<file path="config.mk">
export PLATFORM = sky130hd
export DESIGN_NAME = adder_arb_flat
export DESIGN_NICKNAME = d
export VERILOG_FILES = /design/src/rtl/adder_arb_if.sv /design/src/rtl/adder_arb.sv /design/src/flat_wrapper.sv
export SDC_FILE = /design/constraint.sdc
export NUM_CORES = 1
export LEC_CHECK = 0
export ABC_AREA = 1
export BUFFER_PORTS_ARGS = -buffer_cell sky130_fd_sc_hd__clkbuf_2
export CAP_MARGIN = 10
export CORE_ASPECT_RATIO = 1.5
export CORE_MARGIN = 2
export CORE_UTILIZATION = 30
export CTS_BUF_LIST = sky130_fd_sc_hd__clkbuf_2
export DETAILED_ROUTE_END_ITERATION = 12
export HOLD_SLACK_MARGIN = 0.03
export PLACE_DENSITY = 0.59
export SYNTH_ARGS = -nofsm -noshare
export SYNTH_HDL_FRONTEND = slang
export SYNTH_SLANG_ARGS = --single-unit
</file>
<file path="constraint.sdc">
create_clock -name clk -period 25.7 [get_ports clk]
set_input_delay 3.855 -clock clk [delete_from_list [all_inputs] [get_ports clk]]
set_output_delay 3.855 -clock clk [all_outputs]
set_load 0.05 [all_outputs]
</file>
<file path="src/rtl/adder_arb_if.sv">
// Handshake bundle between two operand requesters, the shared adder and the result consumer.
// The master side is the requester/consumer environment; the slave side is adder_arb.
interface adder_arb_if #(
    parameter int WIDTH = 32
);
    logic             req0_valid;
    logic             req0_ready;
    logic [WIDTH-1:0] req0_a;
    logic [WIDTH-1:0] req0_b;
    logic             req0_sub;

    logic             req1_valid;
    logic             req1_ready;
    logic [WIDTH-1:0] req1_a;
    logic [WIDTH-1:0] req1_b;
    logic             req1_sub;

    logic             rsp_valid;
    logic             rsp_ready;
    logic [WIDTH-1:0] rsp_z;
    logic             rsp_cout;
    logic             rsp_id;

    modport master (
        output req0_valid, req0_a, req0_b, req0_sub,
        input  req0_ready,
        output req1_valid, req1_a, req1_b, req1_sub,
        input  req1_ready,
        output rsp_ready,
        input  rsp_valid, rsp_z, rsp_cout, rsp_id
    );

    modport slave (
        input  req0_valid, req0_a, req0_b, req0_sub,
        output req0_ready,
        input  req1_valid, req1_a, req1_b, req1_sub,
        output req1_ready,
        input  rsp_ready,
        output rsp_valid, rsp_z, rsp_cout, rsp_id
    );
endinterface

</file>
<file path="src/rtl/adder_arb.sv">
// Two-requester round-robin arbiter in front of one shared ripple-carry add/sub unit.
//   state | meaning
//   IDLE  | arbitrate, accept one operand set from the granted requester
//   EXEC  | ripple adder result registered into the response holding regs
//   RESP  | result offered to the consumer until rsp_ready
module adder_arb #(
    parameter int WIDTH = 32
) (
    input  logic        clk,
    input  logic        rst_n,
    adder_arb_if.slave  bus,
    output logic        busy,
    output logic [15:0] op_cnt
);
    typedef enum logic [1:0] {IDLE, EXEC, RESP} state_t;

    state_t           state_q, state_d;
    logic             rr_q;
    logic [WIDTH-1:0] op_a_q, op_b_q;
    logic             op_sub_q, op_id_q;
    logic [WIDTH-1:0] rsp_z_q;
    logic             rsp_cout_q, rsp_id_q;
    logic [15:0]      op_cnt_q;

    logic             gnt_valid, gnt_id, accept;
    logic             ready0, ready1;
    logic [WIDTH-1:0] b_eff, sum;
    logic [WIDTH:0]   carry;

    // On a tie the grant goes to whoever was not served last.
    always_comb begin
        gnt_valid = bus.req0_valid | bus.req1_valid;
        if (bus.req0_valid && bus.req1_valid) gnt_id = ~rr_q;
        else                                  gnt_id = bus.req1_valid;
    end

    always_ff @(posedge clk or negedge rst_n) begin
        if (!rst_n) state_q <= IDLE;
        else        state_q <= state_d;
    end

    always_comb begin
        state_d = state_q;
        case (state_q)
            IDLE:    if (accept) state_d = EXEC;
            EXEC:    state_d = RESP;
            RESP:    if (bus.rsp_ready) state_d = IDLE;
            default: state_d = IDLE;
        endcase
    end

    // rst_n gates the readies so nothing is accepted while reset is held.
    always_comb begin
        busy   = (state_q != IDLE);
        ready0 = (state_q == IDLE) && rst_n && gnt_valid && !gnt_id;
        ready1 = (state_q == IDLE) && rst_n && gnt_valid &&  gnt_id;
        accept = ready0 | ready1;
    end

    always_comb begin
        b_eff    = op_sub_q ? ~op_b_q : op_b_q;
        sum      = '0;
        carry    = '0;
        carry[0] = op_sub_q;
        for (int i = 0; i < WIDTH; i++) begin
            sum[i]     = op_a_q[i] ^ b_eff[i] ^ carry[i];
            carry[i+1] = (op_a_q[i] & b_eff[i]) | (carry[i] & (op_a_q[i] ^ b_eff[i]));
        end
    end

    always_ff @(posedge clk or negedge rst_n) begin
        if (!rst_n) begin
            rr_q       <= 1'b1;
            op_a_q     <= '0;
            op_b_q     <= '0;
            op_sub_q   <= 1'b0;
            op_id_q    <= 1'b0;
            rsp_z_q    <= '0;
            rsp_cout_q <= 1'b0;
            rsp_id_q   <= 1'b0;
            op_cnt_q   <= '0;
        end else begin
            if (state_q == IDLE && accept) begin
                op_a_q   <= gnt_id ? bus.req1_a   : bus.req0_a;
                op_b_q   <= gnt_id ? bus.req1_b   : bus.req0_b;
                op_sub_q <= gnt_id ? bus.req1_sub : bus.req0_sub;
                op_id_q  <= gnt_id;
            end
            if (state_q == EXEC) begin
                rsp_z_q    <= sum;
                rsp_cout_q <= carry[WIDTH];
                rsp_id_q   <= op_id_q;
                rr_q       <= op_id_q;
            end
            if (state_q == RESP && bus.rsp_ready) op_cnt_q <= op_cnt_q + 16'd1;
        end
    end

    assign bus.req0_ready = ready0;
    assign bus.req1_ready = ready1;
    assign bus.rsp_valid  = (state_q == RESP);
    assign bus.rsp_z      = rsp_z_q;
    assign bus.rsp_cout   = rsp_cout_q;
    assign bus.rsp_id     = rsp_id_q;
    assign op_cnt         = op_cnt_q;
endmodule

</file>
<file path="src/flat_wrapper.sv">
// flat-port wrapper written by rule: the top's interface ports become plain ports
module adder_arb_flat 
#(
    parameter int WIDTH = 32
)
  (clk, rst_n, busy, op_cnt, bus_req0_valid, bus_req0_a, bus_req0_b, bus_req0_sub, bus_req0_ready, bus_req1_valid, bus_req1_a, bus_req1_b, bus_req1_sub, bus_req1_ready, bus_rsp_ready, bus_rsp_valid, bus_rsp_z, bus_rsp_cout, bus_rsp_id);
  adder_arb_if #(.WIDTH(WIDTH)) bus_i ();
  input  logic clk;
  input  logic rst_n;
  output logic busy;
  output logic [15:0] op_cnt;
  input wire logic [$bits(bus_i.req0_valid)-1:0] bus_req0_valid;
  input wire logic [$bits(bus_i.req0_a)-1:0] bus_req0_a;
  input wire logic [$bits(bus_i.req0_b)-1:0] bus_req0_b;
  input wire logic [$bits(bus_i.req0_sub)-1:0] bus_req0_sub;
  output wire logic [$bits(bus_i.req0_ready)-1:0] bus_req0_ready;
  input wire logic [$bits(bus_i.req1_valid)-1:0] bus_req1_valid;
  input wire logic [$bits(bus_i.req1_a)-1:0] bus_req1_a;
  input wire logic [$bits(bus_i.req1_b)-1:0] bus_req1_b;
  input wire logic [$bits(bus_i.req1_sub)-1:0] bus_req1_sub;
  output wire logic [$bits(bus_i.req1_ready)-1:0] bus_req1_ready;
  input wire logic [$bits(bus_i.rsp_ready)-1:0] bus_rsp_ready;
  output wire logic [$bits(bus_i.rsp_valid)-1:0] bus_rsp_valid;
  output wire logic [$bits(bus_i.rsp_z)-1:0] bus_rsp_z;
  output wire logic [$bits(bus_i.rsp_cout)-1:0] bus_rsp_cout;
  output wire logic [$bits(bus_i.rsp_id)-1:0] bus_rsp_id;
  assign bus_i.req0_valid = bus_req0_valid;
  assign bus_i.req0_a = bus_req0_a;
  assign bus_i.req0_b = bus_req0_b;
  assign bus_i.req0_sub = bus_req0_sub;
  assign bus_req0_ready = bus_i.req0_ready;
  assign bus_i.req1_valid = bus_req1_valid;
  assign bus_i.req1_a = bus_req1_a;
  assign bus_i.req1_b = bus_req1_b;
  assign bus_i.req1_sub = bus_req1_sub;
  assign bus_req1_ready = bus_i.req1_ready;
  assign bus_i.rsp_ready = bus_rsp_ready;
  assign bus_rsp_valid = bus_i.rsp_valid;
  assign bus_rsp_z = bus_i.rsp_z;
  assign bus_rsp_cout = bus_i.rsp_cout;
  assign bus_rsp_id = bus_i.rsp_id;
  adder_arb #(.WIDTH(WIDTH)) u_core (.clk(clk), .rst_n(rst_n), .bus(bus_i), .busy(busy), .op_cnt(op_cnt));
endmodule
</file>
After elaboration in Yosys (flattened, before gate mapping)
Cells that the tools add are included.
- reduce and logical (&&, ||, !) cells: 11
- equality and inequality tests: 4
- $add $sub $neg: 1
- bitwise gates (word level): 164
- mux-type cells: 8
- operators by type and width (kind ; number):
    two-way mux 32 bit ; 3
    bitwise AND 1 bit ; 64
    XOR 1 bit ; 64
    OR 1 bit ; 34
    inverter 32 bit ; 1
    adder 16 x 1 -> 16 bit (second input constant) ; 1
    logical AND 1 bit ; 7
    one-hot mux 2 bit (3 select lines) ; 1
    two-way mux 2 bit ; 2
    == test 2 x 1 -> 1 bit (second input constant) ; 1
    == test 2 bit (second input constant) ; 1
    zero test 2 bit ; 1
    two-way mux 1 bit ; 2
    inequality test 2 x 1 -> 1 bit (second input constant) ; 1
    inequality test 2 bit (second input constant) ; 1
    AND reduction 2 bit ; 1
    nonzero test 2 bit ; 1
    zero test 1 bit ; 1
    inverter 1 bit ; 1
- register bits after elaboration: 119
- output and inout bits: 54

Depth between registers and ports, before layout
- depth after elaboration: 67
- depth in mapped cells: 39
- depth with buffers taken out: 39

Worst setup path before layout
No wires, ideal clock.
- path kind: reg-to-reg
- start: reg u_core.op_sub_q
- end: reg u_core.rsp_z_q[31] (netlist: u_core.bus.rsp_z[31])
- period minus slack after synthesis: 13.615 ns
- library setup time: 0.119 ns
- arrival: 13.496 ns
- buffers on the path: 2
- data required time: 25.581 ns
- cell stages (with the launch flop): 40
- setup slack: 12.085 ns
- cell sequence: dfrtp_1 -> clkbuf_1 -> buf_2 -> xnor2_1 -> fa_1 -> fa_1 -> fa_1 -> fa_1 -> fa_1 -> fa_1 -> fa_1 -> fa_1 -> fa_1 -> fa_1 -> inv_1 -> fa_1 -> inv_1 -> fa_1 -> (+4 left out) -> fa_1 -> fa_1 -> fa_1 -> fa_1 -> fa_1 -> fa_1 -> fa_1 -> fa_1 -> fa_1 -> fa_1 -> fa_1 -> fa_1 -> fa_1 -> fa_1 -> inv_1 -> fa_1 -> nand2_1 -> nand2_1
- longest elaborated chain between the ends: 65
- elaborated cells on any way between the ends: 127
- classes of those cells: 1 x mux; 126 x bitwise
- RTL lines (what ; line ; RTL):
    from (decl) ; adder_arb.sv:20 ; logic op_sub_q, op_id_q;
    from (signal assigned) ; adder_arb.sv:86 ; op_sub_q <= gnt_id ? bus.req1_sub : bus.req0_sub;
    two-way mux 32 bit ; adder_arb.sv:61 ; b_eff = op_sub_q ? ~op_b_q : op_b_q;
    XOR 1 bit ; adder_arb.sv:67 ; carry[i+1] = (op_a_q[i] & b_eff[i]) | (carry[i] & (op_a_q[i] ^ b_eff[i]));
    bitwise AND 1 bit ; adder_arb.sv:67 ;
    OR 1 bit ; adder_arb.sv:67 ;
    bitwise AND 1 bit ; adder_arb.sv:67 ;
    OR 1 bit ; adder_arb.sv:67 ;
    bitwise AND 1 bit ; adder_arb.sv:67 ;
    OR 1 bit ; adder_arb.sv:67 ;
    (+50 left out) ; n/a ;
    bitwise AND 1 bit ; adder_arb.sv:67 ;
    OR 1 bit ; adder_arb.sv:67 ;
    bitwise AND 1 bit ; adder_arb.sv:67 ;
    OR 1 bit ; adder_arb.sv:67 ;
    bitwise AND 1 bit ; adder_arb.sv:67 ;
    OR 1 bit ; adder_arb.sv:67 ;
    XOR 1 bit * ; adder_arb.sv:66 ; sum[i] = op_a_q[i] ^ b_eff[i] ^ carry[i];
    net u_core.sum[31] ; adder_arb.sv:27 ; logic [WIDTH-1:0] b_eff, sum;
    to (signal assigned) ; adder_arb.sv:90 ; rsp_z_q <= sum;
    to (decl) ; adder_arb.sv:21 ; logic [WIDTH-1:0] rsp_z_q;
Mark *: on every way through the listed nets, which the timed path passes. The rest lies on a longest branch.
A chain may end at the register's enable or synchronous reset.

Final worst setup path
Ends and elaborated chain as after synthesis.

==> qor.csv <==
metric,value,unit
status,completed,
routed_wirelength,16500,um
ir_drop,0.0000411,V
cp-end-kind,flop,
syn_area_per_cell,8.83,um2
grt_max_degree,71,
synth_area_leaders,"dfrtp_1, nand2_1, fa_1, nand3_1, xnor2_1",
rrSetupSlack,11.90,ns
yosysTopAreaCell,dfrtp_1,
h-tree-depth,4,
fill_cells,2084,
clk_pin_slew,0.17,ns
ys_warn_count,0,
regArea,2980,um2
final_nets,1032,
final_cell_mix,"nand2_1, clkbuf_2, dfrtp_1",
netlist.area_leader.share,48.9,%
cts_made_buffers,17,
initial_core_util,30.5,%
synth-seq-cells,119,
path_max_fanout,12,
core-area,19800,um2
ant_nets,0,
slowest_stage,dfrtp_2,
overflow,0,
cp.required,26.28,ns
syn-cell-area,6040,um2
die_h,178,um
post-place-ws,11.77,ns
whs,0.478,ns
grt_setup_unrepaired,no,
finalPower,933,uW
die_w,120,um
cp.arrival,14.38,ns
grt_pass1_wl,25800,um
hpwl,12400,um
cp-start-kind,flop,
worst_slack,11.90,ns
gp_congestion,0.816,
period_needed,13.80,ns
multiInputGateArea,2710,um2
crit_top_cell,fa_1,
die-area,21300,um2
drive_above_1_share,26.1,%
dr.first_iter.drc_count,306,
hold_class,flop to flop,
areaGrowthSynthToFinish,23.2,%
hold_buffers,0,
antenna_found_initial,2,
p_per_area,125,nW/um2
clk_latency,0.68,ns
drv_slew,0,
cts_tree,yes,
path_class,flop to flop,
final_common_cell,nand2_1,
slew_headroom,39.9,%
rows,63,
worst_pin_slew,0.900,ns
setup_viol,0,
cts_sinks,119,
grt_util_all_layers,15.9,%
cts-resized-gates,0,
hold_violations,0,
drc_errors,0,
syn_inst,684,
post-cts-setup-buffers,0,
maxCapViolCount,0,
syn_nets,851,
clockBufferDepth,2,
seq_area_frac_synth,49.3,%
slowest_delay,0.56,ns
fmax,72.5,MHz
min_period_over_period,53.7,%
tns,0,ns
ios,189,
wl_per_cell,14.5,um
num_vias,5091,
yosysUniqueCellTypes,23,
cts.root.buffer_cell,clkbuf_2,
avgViaCountPerCell,4.47,
grt_pass1_vias,5100,
drtPass1Iterations,4,
p_leak,3.81,nW
finClkSkew,0.0287,ns
port_buffers,188,
## registers in the layout, summed over array words and instances, names as in the netlist
signal / count
u_core.bus.rsp_z: 32
u_core.bus.rsp_cout: 1
u_core.op_cnt: 16
u_core.op_a_q: 32
u_core.op_b_q: 32
u_core.op_id_q: 1
u_core.state_q: 2
u_core.rr_q: 1
u_core.op_sub_q: 1
u_core.bus.rsp_id: 1
## final timing paths
path                                                   from                          endpoint  depth (start not counted)
worst max-delay path            u_core.op_sub_q$_DFFE_PN0P_  u_core.bus.rsp_z[31]$_DFFE_PN0N_                         37
worst min-delay path                u_core.rr_q$_DFFE_PN1N_           u_core.rr_q$_DFFE_PN1N_                          2
worst max register to register  u_core.op_sub_q$_DFFE_PN0P_  u_core.bus.rsp_z[31]$_DFFE_PN0N_                         37
min in group asynchronous                             rst_n     u_core.op_b_q[19]$_DFFE_PN0P_                          1
worst min register to register      u_core.rr_q$_DFFE_PN1N_           u_core.rr_q$_DFFE_PN1N_                          2
max in group asynchronous                             rst_n       u_core.op_sub_q$_DFFE_PN0P_                          2
## per-stage QoR
step	std cells	area [um2]	utilization (%)
global placement	1106	7180	36.3
finish	1139	7440	37.6
floorplan	684	6040	-
detailed placement	1106	7180	36.3
global route	1139	7440	37.6
CTS	1138	7440	37.6
## logic make-up (layout without fill, tap and decap cells)
group           after synthesis  in the layout  share of synthesized area, %
compound gates               35             35                          2.98
flops                       119            119                          49.3
xor+xnor                     40             40                          5.80
simple gates                377            377                          25.3
buf+inv                      81            275                          6.11
fa+ha+maj                    32             32                          10.5
other cells                   0              1                             0
## layout make-up
class / instances / area share [%]
tap: 260 / 4.37
antenna: 1 / 0.0336
sequential: 119 / 40.0
clock inverter: 12 / 2.12
inverter: 50 / 2.52
multi-input combinational: 484 / 36.4
timing repair buffer: 193 / 13.2
clock buffer: 20 / 1.34
## cells in the mapped netlist
cell type	count
dfstp_2	1
dfrtp_1	118
buf_6	4
ha_1	1
inv_2	1
nand3_2	1
nand3_1	75
nand2_1	274
nor2_1	21
buf_2	10
fa_1	31
a21oi_1	1
clkbuf_1	11
a31oi_1	1
inv_1	49
buf_4	6
nand4_1	3
a21oi_2	1
xnor2_1	34
o21ai_0	32
xor2_1	6
nor3_1	2
or2_2	1
## critical path, delay by kind of cell (launching register included)
kind | cells | cell delay, ns
adders and majority gates | 31 | 12.58
buffers and inverters | 3 | 0.21
and+or+nand+nor | 2 | 0.13
DFF | 1 | 0.56
xor gates and xnor gates | 1 | 0.20
## metal layers
metal	share of wire [%]	up-vias	track usage, %	routed length [um]
li1	-	2482	-	-
met1	41	2452	18.7	6700
met2	52	132	27.7	8640
met3	4.7	23	3.98	774
met4	2.0	2	6.37	333
met5	0.097	-	0	16
## where the power goes
part | total (mW) | internal (mW) | leakage [nW] | switching (mW)
Combinational | 0.478 | 0.169 | 2.16 | 0.309
Sequential | 0.321 | 0.264 | 1.49 | 0.0567
Clock | 0.134 | 0.0634 | 0.158 | 0.0707
Total | 0.933 | 0.496 | 3.81 | 0.437
No activity file was read; power rests on OpenSTA's default activity.
